File: src/rtl/alu_seq_pkg.sv
// alu_seq_pkg: shared widths, opcode constants and FSM state type for the ALU sequence driver
package alu_seq_pkg;
  localparam int OPND_W = 8;
  localparam int OP_W = 3;
  localparam int RES_W = 32;
  localparam logic [OP_W-1:0] OP_ADD = 3'd0;
  localparam logic [OP_W-1:0] OP_SUB = 3'd1;
  localparam logic [OP_W-1:0] OP_AND = 3'd2;
  localparam logic [OP_W-1:0] OP_OR = 3'd3;
  localparam logic [OP_W-1:0] OP_NOT = 3'd4;
  localparam logic [OP_W-1:0] OP_ZERO = 3'd5;
  typedef enum logic [1:0] {S_IDLE, S_DRIVE, S_EMIT, S_DONE} state_e;
endpackage

File: src/rtl/alu_seq_driver_if.sv
// alu_seq_driver_if: valid/ready tuple stream carrying (operand, opcode, result)
interface alu_seq_driver_if;
  import alu_seq_pkg::*;
  logic out_valid;
  logic out_ready;
  logic [OPND_W-1:0] out_num1;
  logic [OP_W-1:0] out_op;
  logic [RES_W-1:0] out_result;
  modport master(output out_valid, out_num1, out_op, out_result, input out_ready);
  modport slave(input out_valid, out_num1, out_op, out_result, output out_ready);
endinterface

File: src/rtl/alu_ref_model.sv
// alu_ref_model: combinational expected ALU result for a given operand and opcode
module alu_ref_model
  import alu_seq_pkg::*;
(
  input  logic [OPND_W-1:0] num1_i,
  input  logic [OP_W-1:0]   op_i,
  output logic [RES_W-1:0]  exp_o
);
  logic [RES_W-1:0] n;
  assign n = RES_W'(num1_i);
  always_comb
    exp_o = op_i == OP_ADD ? n + 32'd1 :
            op_i == OP_SUB ? 32'd1 - n :
            op_i == OP_AND ? (n & 32'd1) :
            op_i == OP_OR  ? (n | 32'd1) :
            op_i == OP_NOT ? 32'hFFFF_FFFE : '0;
endmodule

File: src/rtl/alu_seq_driver.sv
// alu_seq_driver: sweeps operand range x opcodes into the ALU and streams result tuples out
// Define ALU_SEQ_CHECK_EN to enable the internal reference model and err_cnt.
module alu_seq_driver
  import alu_seq_pkg::*;
#(
  parameter int OP_LAST = 5
) (
  input  logic              clk,
  input  logic              reset,
  input  logic              start,
  input  logic [OPND_W-1:0] num_lo,
  input  logic [OPND_W-1:0] num_hi,
  output logic              busy,
  output logic              done,
  output logic [OPND_W-1:0] alu_num1,
  output logic [OP_W-1:0]   alu_op,
  input  logic [RES_W-1:0]  alu_result,
  alu_seq_driver_if.master  out_if,
  output logic [RES_W-1:0]  checksum,
  output logic [15:0]       err_cnt
);
  localparam logic [OP_W-1:0] OP_MAX = OP_W'(OP_LAST);
  state_e state_q, state_d;
  logic [OPND_W-1:0] num1_q, num1_d, hi_q, hi_d, onum_q, onum_d;
  logic [OP_W-1:0] op_q, op_d, oop_q, oop_d;
  logic [RES_W-1:0] ores_q, ores_d, csum_q, csum_d;
  logic range_ok, more_ops, more_nums;
  assign range_ok = num_lo <= num_hi;
  assign more_ops = op_q < OP_MAX;
  assign more_nums = num1_q < hi_q;
  always_comb begin
    state_d = state_q;
    num1_d = num1_q;
    hi_d = hi_q;
    op_d = op_q;
    onum_d = onum_q;
    oop_d = oop_q;
    ores_d = ores_q;
    csum_d = csum_q;
    case (state_q)
      S_IDLE: if (start) begin
        csum_d = '0;
        hi_d = num_hi;
        state_d = range_ok ? S_DRIVE : S_DONE;
        num1_d = range_ok ? num_lo : num1_q;
        op_d = range_ok ? '0 : op_q;
      end
      S_DRIVE: begin
        onum_d = num1_q;
        oop_d = op_q;
        ores_d = alu_result;
        state_d = S_EMIT;
      end
      // compare before increment so an operand of 255 never wraps
      S_EMIT: if (out_if.out_ready) begin
        csum_d = csum_q + ores_q;
        state_d = more_ops || more_nums ? S_DRIVE : S_DONE;
        op_d = more_ops ? op_q + 1'b1 : more_nums ? '0 : op_q;
        num1_d = !more_ops && more_nums ? num1_q + 1'b1 : num1_q;
      end
      S_DONE: state_d = S_IDLE;
    endcase
  end
  always_ff @(posedge clk) begin
    if (!reset) begin
      state_q <= S_IDLE;
      num1_q <= '0;
      hi_q <= '0;
      op_q <= '0;
      onum_q <= '0;
      oop_q <= '0;
      ores_q <= '0;
      csum_q <= '0;
    end else begin
      state_q <= state_d;
      num1_q <= num1_d;
      hi_q <= hi_d;
      op_q <= op_d;
      onum_q <= onum_d;
      oop_q <= oop_d;
      ores_q <= ores_d;
      csum_q <= csum_d;
    end
  end
  assign busy = state_q == S_DRIVE || state_q == S_EMIT;
  assign done = state_q == S_DONE;
  assign alu_num1 = num1_q;
  assign alu_op = op_q;
  assign checksum = csum_q;
  assign out_if.out_valid = state_q == S_EMIT;
  assign out_if.out_num1 = onum_q;
  assign out_if.out_op = oop_q;
  assign out_if.out_result = ores_q;
`ifdef ALU_SEQ_CHECK_EN
  logic [RES_W-1:0] exp_res;
  logic [15:0] err_q, err_d;
  alu_ref_model u_ref (.num1_i(num1_q), .op_i(op_q), .exp_o(exp_res));
  always_comb
    err_d = state_q == S_IDLE && start ? '0 :
            state_q == S_DRIVE && alu_result != exp_res && err_q != 16'hFFFF ? err_q + 16'd1 : err_q;
  always_ff @(posedge clk) err_q <= !reset ? '0 : err_d;
  assign err_cnt = err_q;
`else
  assign err_cnt = '0;
`endif
endmodule

File: src/flat_wrapper.sv
// flat-port wrapper written by rule: the top's interface ports become plain ports
module alu_seq_driver_flat import alu_seq_pkg::*;
#(
  parameter int OP_LAST = 5
)
  (clk, reset, start, num_lo, num_hi, busy, done, alu_num1, alu_op, alu_result, checksum, err_cnt, out_if_out_valid, out_if_out_num1, out_if_out_op, out_if_out_result, out_if_out_ready);
  alu_seq_driver_if out_if_i ();
  input  logic clk;
  input  logic reset;
  input  logic start;
  input  logic [OPND_W-1:0] num_lo;
  input  logic [OPND_W-1:0] num_hi;
  output logic busy;
  output logic done;
  output logic [OPND_W-1:0] alu_num1;
  output logic [OP_W-1:0] alu_op;
  input  logic [RES_W-1:0] alu_result;
  output logic [RES_W-1:0] checksum;
  output logic [15:0] err_cnt;
  output wire logic [$bits(out_if_i.out_valid)-1:0] out_if_out_valid;
  output wire logic [$bits(out_if_i.out_num1)-1:0] out_if_out_num1;
  output wire logic [$bits(out_if_i.out_op)-1:0] out_if_out_op;
  output wire logic [$bits(out_if_i.out_result)-1:0] out_if_out_result;
  input wire logic [$bits(out_if_i.out_ready)-1:0] out_if_out_ready;
  assign out_if_out_valid = out_if_i.out_valid;
  assign out_if_out_num1 = out_if_i.out_num1;
  assign out_if_out_op = out_if_i.out_op;
  assign out_if_out_result = out_if_i.out_result;
  assign out_if_i.out_ready = out_if_out_ready;
  alu_seq_driver #(.OP_LAST(OP_LAST)) u_core (.clk(clk), .reset(reset), .start(start), .num_lo(num_lo), .num_hi(num_hi), .busy(busy), .done(done), .alu_num1(alu_num1), .alu_op(alu_op), .alu_result(alu_result), .out_if(out_if_i), .checksum(checksum), .err_cnt(err_cnt));
endmodule
File: config.mk
export PLATFORM = sky130hd
export DESIGN_NAME = alu_seq_driver_flat
export DESIGN_NICKNAME = d
export VERILOG_FILES = /design/src/rtl/alu_seq_pkg.sv /design/src/rtl/alu_seq_driver_if.sv /design/src/rtl/alu_ref_model.sv /design/src/rtl/alu_seq_driver.sv /design/src/flat_wrapper.sv
export SDC_FILE = /design/constraint.sdc
export NUM_CORES = 1
export LEC_CHECK = 0
export ABC_AREA = 1
export ABC_CLOCK_PERIOD_IN_PS = 4940
export CAP_MARGIN = 10
export CELL_PAD_IN_SITES_DETAIL_PLACEMENT = 0
export CELL_PAD_IN_SITES_GLOBAL_PLACEMENT = 1
export CORE_MARGIN = 3
export CORE_UTILIZATION = 30
export DETAILED_ROUTE_END_ITERATION = 7
export PLACE_DENSITY = 0.73
export SLEW_MARGIN = 5
export SYNTH_ARGS = -nofsm -noshare
export SYNTH_HDL_FRONTEND = slang
export SYNTH_SLANG_ARGS = --single-unit
File: constraint.sdc
create_clock -name clk -period 4.94 [get_ports clk]
set_clock_uncertainty 0.2 [all_clocks]
set_input_delay 1.482 -clock clk [delete_from_list [all_inputs] [get_ports clk]]
set_output_delay 1.482 -clock clk [all_outputs]
set_load 0.01 [all_outputs]
==> results_dict.tcl, run 1 <==
set metrics [dict create \
    status "complete, no violations" \
    synth_edf_count 0 \
    regToRegStartpoint "u_core.state_q[0]" \
    worstSetupPathType "flip-flop to primary output" \
    yosysWarnings 0 \
    cp.arrival_ps 2030 \
    final_util 0.398 \
    vias 6695 \
    maxCapViolations 0 \
    critPathCaptureType "primary output" \
    cts_setup_buffers 0 \
    root_buffer "clkbuf_16" \
    antenna_found_initial 0 \
    min_from "u_core.hi_q[4]" \
    wl_microns 21600 \
    clock.fmax_mhz 269 \
    dpl.cell_count 1458 \
    cp_max_fo 12 \
    wire_per_inst_microns 14.6 \
    grt_pass1_wl_microns 34400 \
    cts_tree "yes" \
    core_sq_mm 0.0212 \
    period_needed_ps 3710 \
    max-slew-margin-rel 0.588 \
    cts_resized 0 \
    tns_ps 0 \
    final_cell_mix "314 x nand2_1, 153 x inv_1, 139 x clkdlybuf4s50_1" \
    cp-startpoint "u_core.state_q[0]" \
    ys_types 36 \
    clk_latency_ps 360 \
    die-area_sq_mm 0.0236 \
    final_common_cell "nand2_1" \
    grt_max_degree 63 \
    ant_nets 0 \
    place.gp.congestion 0.901 \
    min_path_cells 2 \
    worstRegToRegCells 14 \
    postCtsHoldBufs 0 \
    drc 0 \
    r2r_end "u_core.alu_num1[6]" \
    nNetsFinal 1300 \
    reg2reg_slack_ps 2210 \
    syn_avg_cell_area_sq_um 6.13 \
    grt_pass1_vias 6381 \
    io_pins 157 \
    post-route-period-util 0.751 \
    min_delay_worst_endpoint "u_core.hi_q[4]" \
    hold_path_class "flip-flop to flip-flop" \
    synth_flop_cell "dfxtp_1" \
    setup.worst_path.start_class "flip-flop" \
    syn_area_sq_mm 0.00653 \
    seq_area_frac_synth 0.294 \
    fill_cells 2309 \
    slew_viol_final 0 \
    num_antenna_cells 0 \
    die_w_microns 154 \
    numCtsBuffers 9 \
    grt_usage 0.180 \
    hpwl_microns 16800 \
    num_rows 53 \
    synth-async-reset-ratio 0 \
    rsz0062_at_grt "false" \
    postSynthCellCount 1066 \
    portBuffers 140 \
    via_per_inst 4.54 \
    synth-seq-cells 96 \
    ir_drop_uv 243 \
    first_pass_iters 5 \
    setup_viol 0 \
    clkTransAtPathRegs_ps 90 \
    finalHoldViolCount 0 \
    initial_core_util 0.308 \
    tightest_slew_ps 618 \
    htreeDepth 3 \
    stdcell_count 1474 \
    overflow 0 \
    clockBufferDepth 2 \
    drt-initial-drc-count 420 \
    area.growth.synth_to_final_pct 29.3 \
    p_leak_nw 4.09 \
    layout-drive-gt1-share 0.0300 \
    crit_required_ps 3260 \
    pwr_density_cell_mw_per_mm2 473 \
    die_h_microns 154 \
    clock-sinks 96 \
]
## flip-flops by register name, indices dropped and copies added, names as in the netlist
register / count
u_core.alu_op: 3
u_core.state_q: 2
u_core.alu_num1: 8
u_core.hi_q: 8
u_core.out_if.out_op: 3
u_core.out_if.out_result: 32
u_core.checksum: 32
u_core.out_if.out_num1: 8
## stage by stage
stage	setup WS, ps	cell area [sq um]	hold slack [ps]	total power, mW
2_1_floorplan	1960	6590	224	2.42
3_3_place_gp	1290	8140	244	3.30
3_5_place_dp	1270	8140	252	3.30
4_1_cts	1190	8450	262	4.06
5_1_grt	1120	8450	277	4.34
6_report	1230	8450	261	4.00
## per-layer routing
metal  track usage  part of all wire
met5             0                 0
met4        0.0421            0.0095
met3        0.0242             0.040
met2         0.295              0.46
met1         0.252              0.49
## worst max-delay path by stage
stage / endpoint / slack, ps / cells past startpoint
after floorplan: u_core.alu_num1[5] / 1960 / 16
after global routing: out_if_out_valid / 1120 / 3
after global placement: u_core.alu_num1[5] / 1290 / 13
final: out_if_out_valid / 1230 / 3
after detailed placement: u_core.alu_num1[5] / 1270 / 13
after CTS: out_if_out_valid / 1190 / 3
## Yosys cell counts (4+ instances only)
| cell type | count | area (sq um) |
|---|---|---|
| nand2_1 | 314 | 1180 |
| inv_1 | 153 | 574 |
| nor2_1 | 135 | 507 |
| dfxtp_1 | 96 | 1920 |
| a21oi_1 | 88 | 440 |
| o21ai_0 | 69 | 345 |
| nand3_1 | 60 | 300 |
| ha_1 | 53 | 663 |
| clkbuf_1 | 25 | 93.8 |
| buf_4 | 16 | 120 |
| nor3_1 | 6 | 30.0 |
| nand4_1 | 5 | 31.3 |
| inv_2 | 4 | 15.0 |
| nand3b_1 | 4 | 30.0 |
| o21bai_1 | 4 | 30.0 |
| or2_2 | 4 | 25.0 |
## layout make-up
class	count	area (sq um)	share of cell area
multi-input cells	781	3830	0.454
flip-flops and latches	96	1920	0.227
repair buffers	146	1440	0.171
inverters	160	601	0.0711
well taps	275	344	0.0407
clock buffers	9	225	0.0267
clock inverters	7	85.1	0.0101
## cell families (layout without fill, tap and decap cells)
family	after synthesis	count (layout)	share of synthesized area
DFF	96	96	0.294
xor gates and xnor gates	5	5	0.00670
buffers and inverters	204	322	0.128
adders and majority gates	54	54	0.105
and+or+nand+nor	534	534	0.328
other	1	16	0.000574
AOI/OAI and AO/OA	172	172	0.138
## worst max-delay path: stages, from the launching register on
cell and delay (ps):
dfxtp_1 340, inv_1 120, ha_1 550, clkdlybuf4s50_1 680
## where the power goes
group          switching [mW]  internal (mW)  total [mW]
combinational            1.19          0.836        2.03
clock                   0.369          0.363       0.732
sequential              0.230           1.01        1.24
No activity file was read; power rests on OpenSTA's default activity.
==> run 2, diff against run 1 <==
--- a/config.mk
+++ b/config.mk
@@ -6,7 +6,7 @@
 export NUM_CORES = 1
 export LEC_CHECK = 0
 export ABC_AREA = 1
-export ABC_CLOCK_PERIOD_IN_PS = 4940
+export ABC_CLOCK_PERIOD_IN_PS = 3600
 export CAP_MARGIN = 10
 export CELL_PAD_IN_SITES_DETAIL_PLACEMENT = 0
 export CELL_PAD_IN_SITES_GLOBAL_PLACEMENT = 1
==> constraint.sdc (replaced) <==
create_clock -name clk -period 3.6 [get_ports clk]
set_clock_uncertainty 0.2 [all_clocks]
set_input_delay 1.08 -clock clk [delete_from_list [all_inputs] [get_ports clk]]
set_output_delay 1.08 -clock clk [all_outputs]
set_load 0.01 [all_outputs]
==> run 2 against run 1 <==
Core utilization increased by 0.089 points. Highest routed layer unchanged. Wire length down 1.2%. Hold slack gained 3.2 ps. Power is 38% higher. Die area stayed put.
==> results_dict.tcl, run 2 (synthesis results as in run 1) <==
set metrics [dict create \
    setup_viol 0 \
    die-area_sq_mm 0.0236 \
    first_pass_iters 6 \
    layout-drive-gt1-share 0.0324 \
    finalHoldViolCount 0 \
    postCtsHoldBufs 0 \
    cp_top_family "buffers and inverters" \
    maxCapViolations 0 \
    grt_pass1_vias 6229 \
    slowest_stage "clkdlybuf4s50_1" \
    critPathBufInv 3 \
    final_common_cell "nand2_1" \
    crit_chain "inv_1 -> ha_1 -> buf_4 -> clkdlybuf4s50_1" \
    pwr_density_cell_mw_per_mm2 649 \
    initial_core_util 0.308 \
    tns_ps 0 \
    vias 6755 \
    design_area_sq_mm 0.00847 \
    worstSetupPathType "flip-flop to primary output" \
    clockBufferDepth 2 \
    grt_max_degree 53 \
    seqPwrFrac 0.308 \
    antenna_found_initial 0 \
    setup.worst_path.start_class "flip-flop" \
    numCtsBuffers 9 \
    portBuffers 140 \
    max-slew-margin-rel 0.648 \
    clk_latency_ps 360 \
    cts_resized 0 \
    status "complete, no violations" \
    clock_power_share 0.184 \
    die_w_microns 154 \
    max_stage_delay_ps 580 \
    clock-sinks 96 \
    final_util 0.399 \
    clkTransAtPathRegs_ps 90 \
    wire_per_inst_microns 14.4 \
    area.growth.synth_to_final_pct 29.6 \
    post-route-period-util 0.850 \
    crit_required_ps 2320 \
    p_int_mw 3.04 \
    ir_drop_uv 390 \
    placed_cell_area_sq_mm 0.00816 \
    core_sq_mm 0.0212 \
    cts_setup_buffers 0 \
    hold_path_class "flip-flop to flip-flop" \
    critPathCaptureType "primary output" \
    grt_usage 0.177 \
    die_h_microns 154 \
    fill_cells 2362 \
    drt-initial-drc-count 403 \
    grt_pass1_wl_microns 33700 \
    via_per_inst 4.57 \
    place.gp.congestion 0.926 \
    slew_viol_final 0 \
    cp.arrival_ps 1780 \
    reg2reg_slack_ps 1090 \
    wl_microns 21300 \
    period_needed_ps 3060 \
    place_ws_ps 310 \
    cp_max_fo 12 \
    ant_nets 0 \
    root_buffer "clkbuf_16" \
    switchingPower_mw 2.46 \
    nNetsFinal 1303 \
    drc 0 \
    overflow 0 \
    cts_tree "yes" \
    final_cell_mix "314 x nand2_1, 153 x inv_1, 139 x clkdlybuf4s50_1" \
    htreeDepth 3 \
    p_leak_nw 4.11 \
    comb_power_share 0.509 \
    hpwl_microns 16800 \
    p_total_mw 5.50 \
    clock.fmax_mhz 327 \
    rsz0062_at_grt "false" \
    swShare 0.447 \
    io_pins 157 \
    num_antenna_cells 0 \
    worst_slack_ps 540 \
    num_rows 53 \
    tightest_slew_ps 522 \
]
==> run 2: cell count changes in the layout (fill, tap and decap cells not counted), sizes merged <==
| cell | delta |
|---|---|
| buf | +3 |
| clkinv | -1 |
| clkinvlp | -1 |
| inv | +2 |
==> run 2: tightest hold or removal path, cell delays in order (launching register included) <==
cell and delay, ps:
dfxtp_1 310, inv_1 60, a21oi_1 60
==> run 2: path summary, 6_finish.rpt <==
| check | from | end | cells past startpoint |
|---|---|---|---|
| setup reg to reg | u_core.out_if.out_result[0] | u_core.checksum[20] | 13 |
| hold reg to reg | u_core.hi_q[7] | u_core.hi_q[7] | 2 |
| setup / recovery | u_core.state_q[0] | out_if_out_valid | 4 |
| hold / removal | u_core.hi_q[7] | u_core.hi_q[7] | 2 |
==> run 2: power by group through the flow <==
stage,clock (mW),combinational (mW),sequential [mW]
2_1_floorplan,0,1.57,1.75
3_3_place_gp,0,2.82,1.72
3_5_place_dp,0,2.82,1.72
4_1_cts,1.05,2.84,1.70
5_1_grt,1.08,3.13,1.75
6_report,1.01,2.80,1.69
==> run 2: per-layer routing <==
metal	vias up	global-route usage	part of all wire
li1	3590	-	-
met1	3034	0.246	0.49
met2	118	0.290	0.46
met3	13	0.0273	0.040
met4	0	0.0442	0.010
met5	-	0	0
==> run 2: area by class of cell <==
type	instances	area, sq um	share of cell area
well taps	275	344	0.0406
inverters	160	601	0.0709
repair buffers	149	1460	0.173
clock inverters	7	81.3	0.00960
multi-input cells	781	3830	0.453
flip-flops and latches	96	1920	0.227
clock buffers	9	225	0.0266
==> run 2: per-stage QoR <==
stage / cells / hold WS [ps]
5_1_grt: 1477 / 279
6_report: 1477 / 264
2_1_floorplan: 1081 / 224
3_5_place_dp: 1461 / 250
4_1_cts: 1477 / 264
3_3_place_gp: 1461 / 248
